## config.mk

```make
export PLATFORM = sky130hd
export DESIGN_NAME = id_inst_queue
export DESIGN_NICKNAME = d
export VERILOG_FILES = /design/src/rtl/id_inst_queue.sv
export SDC_FILE = /design/constraint.sdc
export NUM_CORES = 1
export LEC_CHECK = 0
export BUFFER_PORTS_ARGS = -buffer_cell sky130_fd_sc_hd__buf_4
export CAP_MARGIN = 20
export CORE_AREA = 4 4 152 154
export CTS_CLUSTER_DIAMETER = 30
export CTS_CLUSTER_SIZE = 12
export DETAILED_ROUTE_END_ITERATION = 12
export DIE_AREA = 0 0 156 158
export GPL_TIMING_DRIVEN = 0
export PLACE_DENSITY = 0.65
export SYNTH_ARGS = -nofsm -noshare
export SYNTH_HDL_FRONTEND = slang
export SYNTH_SLANG_ARGS = --single-unit
```

## constraint.sdc

```tcl
create_clock -name clk -period 5.8 [get_ports clk]
set_input_delay 0.29 -clock clk [delete_from_list [all_inputs] [get_ports clk]]
set_output_delay 0.29 -clock clk [all_outputs]
set_load 0.02 [all_outputs]
```

## src/rtl/id_inst_queue.sv

```systemverilog
// -----------------------------------------------------------------------------
// id_inst_queue
//
// First-word-fall-through instruction queue sitting between the IF and ID
// stages of the 5-stage MIPS pipeline. It replaces the single IF/ID latch
// and its one-entry hold of SRAM read data during a stall. The queue holds
// up to DEPTH {pc, inst} pairs. Both sides use valid/ready handshakes.
//
// A branch flush empties the queue. In keep-oldest mode the flush instead
// retains the oldest surviving entry, which is the delay-slot instruction.
//
// Parameters
//   DEPTH     number of entries (power of two, 2..16)
//   PC_W      PC field width
//   INST_W    instruction field width
//   AFULL_TH  almost_full asserts when count >= AFULL_TH (1..DEPTH)
//
// Ports
//   clk, rst           clock; synchronous active-high reset
//   in_valid/in_ready  IF-side handshake; the fetched word is {in_pc, in_inst}
//   out_valid/out_ready ID-side handshake; the head word is {out_pc, out_inst}
//   flush              branch taken / pipeline flush (overrides push)
//   flush_keep_oldest  together with flush, keep the oldest entry
//   count              number of occupied entries
//   almost_full        registered; asserted when count >= AFULL_TH
// -----------------------------------------------------------------------------
module id_inst_queue #(
    parameter int DEPTH    = 4,
    parameter int PC_W     = 32,
    parameter int INST_W   = 32,
    parameter int AFULL_TH = DEPTH - 1
) (
    input  logic                       clk,
    input  logic                       rst,

    input  logic                       in_valid,
    output logic                       in_ready,
    input  logic [PC_W-1:0]            in_pc,
    input  logic [INST_W-1:0]          in_inst,

    output logic                       out_valid,
    input  logic                       out_ready,
    output logic [PC_W-1:0]            out_pc,
    output logic [INST_W-1:0]          out_inst,

    input  logic                       flush,
    input  logic                       flush_keep_oldest,

    output logic [$clog2(DEPTH+1)-1:0] count,
    output logic                       almost_full
);

    localparam int AW = $clog2(DEPTH);
    localparam int CW = $clog2(DEPTH + 1);

    typedef struct packed {
        logic [PC_W-1:0]   pc;
        logic [INST_W-1:0] inst;
    } entry_t;

    entry_t          mem [DEPTH];

    logic [AW-1:0]   rd_ptr;
    logic [AW-1:0]   wr_ptr;

    logic            push;
    logic            pop;
    logic [AW-1:0]   rd_ptr_popped;
    logic [CW-1:0]   count_popped;
    logic [AW-1:0]   rd_ptr_next;
    logic [AW-1:0]   wr_ptr_next;
    logic [CW-1:0]   count_next;
    entry_t          head;

    // -------------------------------------------------------------------------
    // Handshakes
    // -------------------------------------------------------------------------
    // in_ready deliberately ignores a same-cycle pop. A full queue never
    // accepts a word, which keeps in_ready free of any path from out_ready.
    assign in_ready  = (count < CW'(DEPTH)) && !rst;
    assign out_valid = (count != '0);

    assign push = in_valid && in_ready && !flush;
    assign pop  = out_valid && out_ready;

    // The head is read combinationally, so it stays stable while ID stalls.
    // When the queue is empty the don't-care storage entry is still driven,
    // which keeps the output free of floating values.
    assign head     = mem[rd_ptr];
    assign out_pc   = head.pc;
    assign out_inst = head.inst;

    // -------------------------------------------------------------------------
    // Next-state pointer and occupancy
    // -------------------------------------------------------------------------
    // The consumer side is honoured even during a flush. A word that ID takes
    // on the flush edge counts as consumed, so flush acts on the post-pop view.
    assign rd_ptr_popped = rd_ptr + AW'(pop);
    assign count_popped  = count - CW'(pop);

    // NOTE: every output of this block gets a default first, so no path can
    // leave a variable unassigned and infer a latch.
    always_comb begin
        rd_ptr_next = rd_ptr_popped;
        wr_ptr_next = wr_ptr + AW'(push);
        count_next  = count_popped + CW'(push);

        if (flush) begin
            if (flush_keep_oldest && (count_popped != '0)) begin
                // Keep only the entry at the post-pop head (the delay slot).
                count_next  = CW'(1);
                wr_ptr_next = rd_ptr_popped + AW'(1);
            end else begin
                count_next  = '0;
                wr_ptr_next = rd_ptr_popped;
            end
        end
    end

    // -------------------------------------------------------------------------
    // State registers
    // -------------------------------------------------------------------------
    // NOTE: sequential state uses non-blocking assignments, so every register
    // samples the values from before the edge, whatever order the statements
    // are written in.
    always_ff @(posedge clk) begin
        if (rst) begin
            rd_ptr      <= '0;
            wr_ptr      <= '0;
            count       <= '0;
            almost_full <= 1'b0;
        end else begin
            rd_ptr      <= rd_ptr_next;
            wr_ptr      <= wr_ptr_next;
            count       <= count_next;
            // Computed from the next-state count, so it lines up with count.
            almost_full <= (count_next >= CW'(AFULL_TH));
        end
    end

    // NOTE: storage is deliberately left without reset. Only entries covered
    // by count are ever observed, and a reset-free array maps onto plain RAM.
    always_ff @(posedge clk) begin
        if (push) begin
            mem[wr_ptr] <= '{pc: in_pc, inst: in_inst};
        end
    end

endmodule

```

==> results of run 1 <==
-- through the flow --
step	area (µm²)	total power [mW]	setup slack [ns]	hold WS, ns	cells
after global placement	11100	2.64	-0.573	0.488	810
final	13500	5.25	3.13	0.0844	963
after detailed placement	11300	2.66	3.07	0.493	818
after CTS	13500	5.31	3.03	0.0634	963
after global routing	13500	5.43	2.97	0.0853	963
after floorplan	9720	2.46	1.70	0.389	392
-- cell families (layout without fill, tap and decap cells) --
logic type,Yosys count,count (layout)
simple gates,25,25
compound gates,8,8
mux,64,64
fa+ha+maj,6,6
flops,264,264
xor+xnor,4,4
buf+inv,21,312
-- critical path, cell delays in order (launching register included) --
cell and delay (ns):
dfxtp_1 0.34, clkbuf_1 0.58, buf_2 0.40, mux4_2 0.37, buf_4 0.18
-- what timing repair did --
item / 4_1_cts / 5_1_grt
hold buffers: 64 / 0
endpoints found under the setup margin: 0 / 0
endpoints found under the hold margin: 256 / 0
-- flip-flops by register name (all words and copies together) (netlist names) --
| name | cells |
|---|---|
| mem | 256 |
| count | 3 |
| rd_ptr | 2 |
| wr_ptr | 2 |
| almost_full | 1 |
-- power groups by stage --
stage                     Clock [mW]  Combinational, mW  Sequential [mW]
after global placement             0              0.446             2.20
after floorplan                    0              0.265             2.20
after detailed placement           0              0.467             2.20
final                           2.60              0.496             2.16
after global routing            2.74              0.532             2.16
after CTS                       2.64              0.506             2.16
-- synth_stat cells, drive strengths merged --
cell type / number
edfxtp: 256
mux4: 64
buf: 14
dfxtp: 8
ha: 6
inv: 5
nand2: 5
nor2: 4
a21oi: 2
and2: 2
and3: 2
clkbuf: 2
nor2b: 2
o211ai: 2
or4: 2
xnor2: 2
xor2: 2
a211o: 1
a21boi: 1
a32oi: 1
and3b: 1
and4: 1
nand3: 1
nor3: 1
nor3b: 1
nor4b: 1
nor4bb: 1
o21ai: 1
or3: 1
-- worst max-delay path by stage --
stage                         start  slack, ns      endpoint  cells after the start
after global placement        flush      -0.57    mem[1][45]                      4
final                     rd_ptr[1]       3.13  out_inst[28]                      4
after floorplan            count[2]       1.70     mem[1][0]                      3
after global routing      rd_ptr[1]       2.97  out_inst[21]                      4
after CTS                 rd_ptr[1]       3.03  out_inst[21]                      4
after detailed placement      flush       3.07    mem[0][61]                      5
-- cell type report --
type                       instances  area [µm²]  area share
buffer                            16        92.6     0.00688
clock buffer                      50        1140      0.0850
clock inverter                    31         373      0.0277
inverter                           5        18.8     0.00139
multi-input combinational        107        1790       0.133
sequential                       264        7850       0.583
tap                              280         350      0.0260
timing repair buffer             210        1850       0.138
-- per-layer routing --
layer,part of all wire,up-vias,GRT usage
met1,0.40,2537,0.193
li1,-,2208,-
met4,0.018,0,0.0521
met3,0.059,32,0.0380
met5,0,-,0
met2,0.52,156,0.266
==> results.txt, run 1 <==
* Status: finished, final reports clean
* Share of final-layout standard cells stronger than drive strength 1: 0.441
* Clock latency on the worst-skew pair: 0.51 ns
- Number of instances in the synthesized netlist: just under 400
- In this run the tool buffered the top-level ports with 138 buffer cells.
- End of the worst register-to-register path: mem[0][44]
- Of the total synthesized cell area, the portion taken by AND, OR, NAND and NOR gates is 0.0157.
* Layout net count: 724
* Count of pins on the block boundary: 140
- Cell Area, Synth: 0.00972 mm²
- Antenna violations before repair: 0
- For this design the total switching power over the nets is 1.15 mW.
- Worst path arrival time: roughly 2.4 ns
* Startpoint type of the worst setup path: flop
- Reg2Reg Launch Point: count[2]
* Max-cap check violation count: 0
- Post-Synth XOR/XNOR Area: 0.00360
* Max-slew violations: 0
* Number of filler instances in the final layout: 1507
- The netlist uses 30 different library cells.
- Count of warnings emitted by yosys: 0
- Drt wl/cell: 19.6 µm
- Yosys top cell by area: edfxtp_1
- The floorplan step defined a core boundary enclosing ~0.022 mm².
* Final-layout setup total negative slack: 0 ns
- For this block, the initial DRC count from the detailed router was approximately 180.
- Number of clock sinks seen by CTS: around 260
- Headroom to the max-slew limit: 0.417
- Dominant combinational cell family by area after synthesis: multiplexers
- Post-layout util: 0.621
* Most common cell after layout, fill and taps aside: edfxtp_1
- Switching power share of the total: 0.218
- Setup repair after global routing missed its margin: no
* Number of routed nets with antenna violations: 0
- The share of synthesized area in the top cell type comes to 0.791.
- At the pin with the least slew margin, the transition time is between 0.8 and 0.9 ns.
- Setup violations remaining at the end of the flow were counted as 0.
* Count of state elements after synthesis: approximately 260
* Post-route fraction of the period consumed by the critical path: 0.461
- Post-detailed-routing wire length: around 19000 µm
- Power spread over the standard cell area amounts to between 300 and 400 mW/mm².
- Entering global routing, the biggest net connects 40 pins.
- Maximum clock skew at final layout: around 0.013 ns
- The worst setup path is of the reg -> out kind.
- Using the TritonRoute via totals, the vias-per-cell ratio works out to 5.12.
- After global routing the overflow that remains totals 0.
- The wire-length estimate of the detail-placed layout is about 11000 µm.
- The worst hold path was traced through 2 stages.
- From bottom edge to top edge, the die measures between 150 and 200 µm.
- TritonCTS built the clock tree.
* H-tree levels: 2
* Post-synthesis sequential area ratio: 0.808
* VDD IR-drop max: 0.000263 V
- No sink is reached through more buffers than the 3 on the longest clock path.
- Count of cells resized by post-cts repair: 0
- The internal portion of the total power is around 4 mW.
* Standby leakage power: 4.71 nW
- In the layout the commonest cells are edfxtp_1 (256), buf_4 (144), mux4_2 (64), dlygate4sd3_1 (64), clkbuf_16 (45).
- Starting Density: 0.448
- CTS placed an instance of clkbuf_16 at the clock tree root.
* Proportion of power drawn by flip-flops and latches: 0.411
- For this run, design rule violations remaining after detail routing come to 0.
* Via count: 4933
- Synth area leaders: edfxtp_1 (79%), mux4_2 (15%), dfxtp_1 (1.6%)
- Fraction of synthesized area in multiplexers: 0.148
- After floorplanning, the core was divided into 54 placement rows.
- Of the total synthesized cell area, the portion taken by full adders, half adders and majority gates is 0.00772.
* Syn Nets: ~470
- The share of the synthesized area in compound gates (AO/OA/AOI/OAI) was 0.00566.
- The first global-routing pass estimated between 20000 and 30000 µm of wire.
- Mean Syn Cell Area: 24.8 µm²
* # Post-CTS Setup Buffers: 0
- Die Span X: roughly 160 µm
- Of the total power, combinational logic draws 0.094.
* Vias in the first global route: about 5400
* HP Start: flush
- The die covers between 0.02 and 0.025 mm².
* Detailed-routing iteration count for the pre-antenna-repair pass: 4
* Inserted Clock Buffers: 44
- The worst setup path is captured at an output pin.
* Overall Global Routing Usage: 0.154
* Power share of the clock group: 0.494
- Data required time at the worst endpoint: 5.51 ns
* Peak clock frequency supported by timing: roughly 370 MHz
- The number of antenna diodes in the final layout is 0.
- In this run the worst hold path is classified as in -> reg.
* Endpoint, Worst Hold: count[2]
- Max FO, Critical Path: 10
* Clock-pin slew on the worst setup and hold paths: ~0.050 ns
* Register-to-register setup slack: 3.22 ns
- Measured in cells, the most critical reg-to-reg path has a length of 4.
* Final Wtd Congestion: slightly below 0.8
- The final number of hold-violating endpoints was 0.
- Relative to the synthesized area, the layout overhead comes to 38.6%.
* Minimum period implied by the final worst setup slack: between 2 and 3 ns
Power figures use the tool's default switching activity.
==> run 2, diff against run 1 <==
- ABC_AREA: default -> 1
- CORE_AREA: 4 4 152 154 -> 4 4 155 157
- DIE_AREA: 0 0 156 158 -> 0 0 159 161
- PLACE_DENSITY: 0.65 -> 0.62
- clock period: 5.8 -> 2.6 ns (I/O delays scaled with it)
==> run 2 against run 1 <==
Worst hold slack lost 0.050 ns; clock power grew 120%; critical path depth up 4; combinational power rose to 2.8 times the previous value; final area up 4.5%; via count is 35% higher; highest routed layer unchanged; total power up 130%; core utilization increased by 0.42 points; clock skew rose by 0.00084 ns; critical path type is now in -> reg; critical endpoint is now mem[3][40]; wire length increased by 26%; sequential cell count unchanged; synthesized cell count increased by 78%.
==> results.txt, run 2 <==
- Post-synthesis async set-or-reset flop share: 0
* Number of buffers added on ports: between 100 and 150
* HPWL Detailed: 14700 µm
* Post-Layout Inst Area: around 0.014 mm²
- Share of final-layout standard cells stronger than drive strength 1: 0.266
- The tool flagged a number of max-cap violations equal to 0.
* Number of clock sinks seen by CTS: 264
- Buffers inserted during clock tree synthesis total 48.
- Setup violations remaining at the end of the flow were counted as 0.
- Layout net count: approximately 1000
- After clock tree synthesis, the setup repair step added 0 buffers.
* Yosys top cell by area: edfxtp_1
* Status: finished, final reports clean
* Standby leakage power: 5.18 nW
- Post-synthesis sequential area ratio: 0.783
* Routing layer with the top usage in global route: met2
* Pin count of the biggest net entering global routing: 18
- Launch point of the critical path: rst
- Synth area leaders: edfxtp_1 (77%), nor2_1 (5.0%), o22ai_1 (4.0%)
* VDD IR-drop max: just under 0.0006 V
* Headroom to the max-slew limit: 0.366
- The synthesized netlist contains 21 unique library cells.
- In this run the number of H-tree levels came out at 2.
- Cells on Worst Hold Path: 6
* Power per unit of standard cell area: between 800 and 900 mW/mm²
- In the finished design, the share of the clock period the worst path needs comes to 0.928.
- The clock passes through at most 3 buffers.
- The register with the most flip-flops in the final layout is mem.
- In the global route stage, met3 resource usage came out at 0.0485.
- Data required time at the worst endpoint: about 2.8 ns
- TritonCTS built the clock tree.
* Drt wl/cell: about 18 µm
* Met1 track demand over resource in global routing: 0.237
- The number of global-route vias before repair was ~7000.
* Final Hold Fails: 0
- In the routed design, unresolved DRC markers number 0.
* Max FO, Critical Path: 15
- Number of instances in the synthesized netlist: roughly 700
- Commonest cells in the synthesized netlist: edfxtp_1 (256), nor2_1 (134), o21ai_0 (74), o22ai_1 (64), o21ai_1 (56)
- Antenna violations before repair: 1
- Endpoint, Worst Hold: wr_ptr[0]
- Worst slack after detailed placement: 0.150 ns
* Register-to-register setup slack: approximately 0.25 ns
- Minimum period implied by the final worst setup slack: 2.41 ns
- Clock-pin slew on the worst setup and hold paths: 0.04 ns
- Overall Global Routing Usage: 0.183
- Post-detailed-routing wire length: about 24000 µm
- Synthesis produced a netlist with a net count of roughly 770.
- Counting flops with a built-in enable in the synthesized netlist gives 256.
- Starting Density: 0.445
- Peak clock frequency supported by timing: 414 MHz
- Die Span X: approximately 160 µm
- DRC violation total after the first TritonRoute iteration: just under 400
- The first global-routing pass estimated between 30000 and 40000 µm of wire.
- Cell Area, Synth: 0.0100 mm²
- The total area inside the core boundary comes to roughly 0.023 mm².
- Startpoint type of the worst setup path: primary input
- The die covers around 0.026 mm².
- The register with the most flip-flops in the layout has around 260 of them.
- PnR worst setup slack: 0.187 ns
* Placement Cell Area: between 0.01 and 0.015 mm²
- Most instantiated flip-flop cell in the synthesis netlist: edfxtp_1
* Clock latency on the worst-skew pair: between 0.5 and 0.6 ns
- The endpoint identified for the worst register-to-register timing path is mem[3][40].
- Most common cell after layout, fill and taps aside: edfxtp_1
- Average via count per standard cell: just over 5
- Worst Path Class, Setup: in -> reg
- Via count: 6661
- Depth of the worst register-to-register path: 5
- Commonest non-fill, non-tap cells in the layout: edfxtp_1 (256), buf_4 (143), nor2_1 (133)
* Leading cell type by number of instances after synthesis: edfxtp_1
* Reg2Reg Launch Point: wr_ptr[1]
* Final Wtd Congestion: between 0.7 and 0.8
* Number of filler instances in the final layout: about 1700
- Count of pins on the block boundary: 140
- Global routing finished with a remaining overflow of 0.
- The tightest min-delay check is of the in -> reg type.
* Largest registers: mem x256, count x3
- Mean Syn Cell Area: 14.4 µm²
* Number of routed nets with antenna violations: 0
* Library cell used as clock root buffer: clkbuf_16
- Slew of the pin with the lowest slew margin: ~0.95 ns
- Detailed-routing iteration count for the pre-antenna-repair pass: 5
- Met2 usage in global routing: 0.306
* Worst path arrival time: around 2.6 ns
- Floorplan die height: roughly 160 µm
* Crit. End Element: flop
* Count of warnings emitted by yosys: 0
- Yosys top cell area share: 0.767
- The worst hold path begins at flush_keep_oldest.
* Post-synthesis to final-layout area growth: 40.4%
- For the final database, setup skew stands at about 0.014 ns.
- After floorplanning, the core was divided into 55 placement rows.
* Setup repair after global routing missed its margin: no
- Synthesis inferred between 200 and 300 register bits.
* Max-slew violations: 0
[run 2: changes by cell type after synthesis, sizes merged, moves of 3 or more]
| cell | change |
|---|---|
| buf | +13 |
| o22ai | +64 |
| inv | +15 |
| nand2 | +15 |
| clkbuf | +14 |
| mux4 | -64 |
| nor3 | +3 |
| o21ai | +129 |
| nand3 | +7 |
| nor2 | +130 |
[run 2: how the worst max path moves through the flow]
stage | endpoint | slack (ns) | cells after the start
final | mem[3][40] | 0.19 | 8
after global routing | mem[3][40] | 0.04 | 8
after CTS | mem[3][40] | 0.13 | 8
after detailed placement | mem[3][55] | 0.15 | 7
after global placement | mem[0][41] | -1.41 | 4
after floorplan | mem[0][0] | -0.15 | 3
[run 2: logic make-up after synthesis]
| kind of cell | after synthesis | synth area share |
|---|---|---|
| AO/OA/AOI/OAI | 197 | 0.107 |
| AND/OR/NAND/NOR | 167 | 0.0643 |
| adder cells (fa/ha/maj) | 6 | 0.00749 |
| buffers and inverters | 63 | 0.0373 |
| XOR/XNOR | 1 | 0.000874 |
| flip-flops | 264 | 0.783 |
[run 2: final cells by class]
cell class / instances / area [µm²] / share of cell area
multi-input combinational: 371 / 1860 / 0.132
timing repair buffer: 222 / 2090 / 0.148
tap: 285 / 357 / 0.0254
inverter: 20 / 75.1 / 0.00534
clock inverter: 29 / 256 / 0.0182
buffer: 43 / 299 / 0.0213
clock buffer: 57 / 1280 / 0.0907
antenna: 1 / 2.50 / 0.000178
sequential: 264 / 7850 / 0.558
[run 2: per-layer routing]
layer,vias to the layer above,share of wire
met5,-,0
met4,0,0.020
met3,37,0.066
met2,215,0.49
met1,3232,0.42
li1,3177,-
[run 2: power breakdown]
| group | total [mW] | switching, mW | internal, mW | leakage, nW |
|---|---|---|---|---|
| Clock | 5.76 | 1.97 | 3.79 | 0.732 |
| Combinational | 1.37 | 0.805 | 0.565 | 2.07 |
| Sequential | 4.79 | 0.0278 | 4.76 | 2.38 |
[run 2: critical path: stages]
cell	delay, ns
dlygate4sd3_1	0.53
clkbuf_1	0.24
nor2_4	0.20
nand3_4	0.16
nor3_4	0.76
buf_8	0.25
buf_8	0.17
buf_16	0.17
[run 2: what timing repair did]
| action | 4_1_cts | 5_1_grt |
|---|---|---|
| resized for setup | 0 | 0 |
| setup endpoints to repair | 0 | 0 |
| endpoints found under the hold margin | 260 | 0 |
| hold buffers | 67 | 0 |
[run 2: through the flow]
stage	total power, mW	TNS [ns]	utilization	hold WS, ns	std cells
floorplan	5.56	-26.63	-	0.229	698
global placement	6.13	-334.99	0.510	0.333	1121
detailed placement	6.17	0	0.527	0.334	1138
CTS	12.0	0	0.625	0.0183	1291
global route	12.4	0	0.625	0.0925	1292
finish	11.9	0	0.625	0.0346	1292
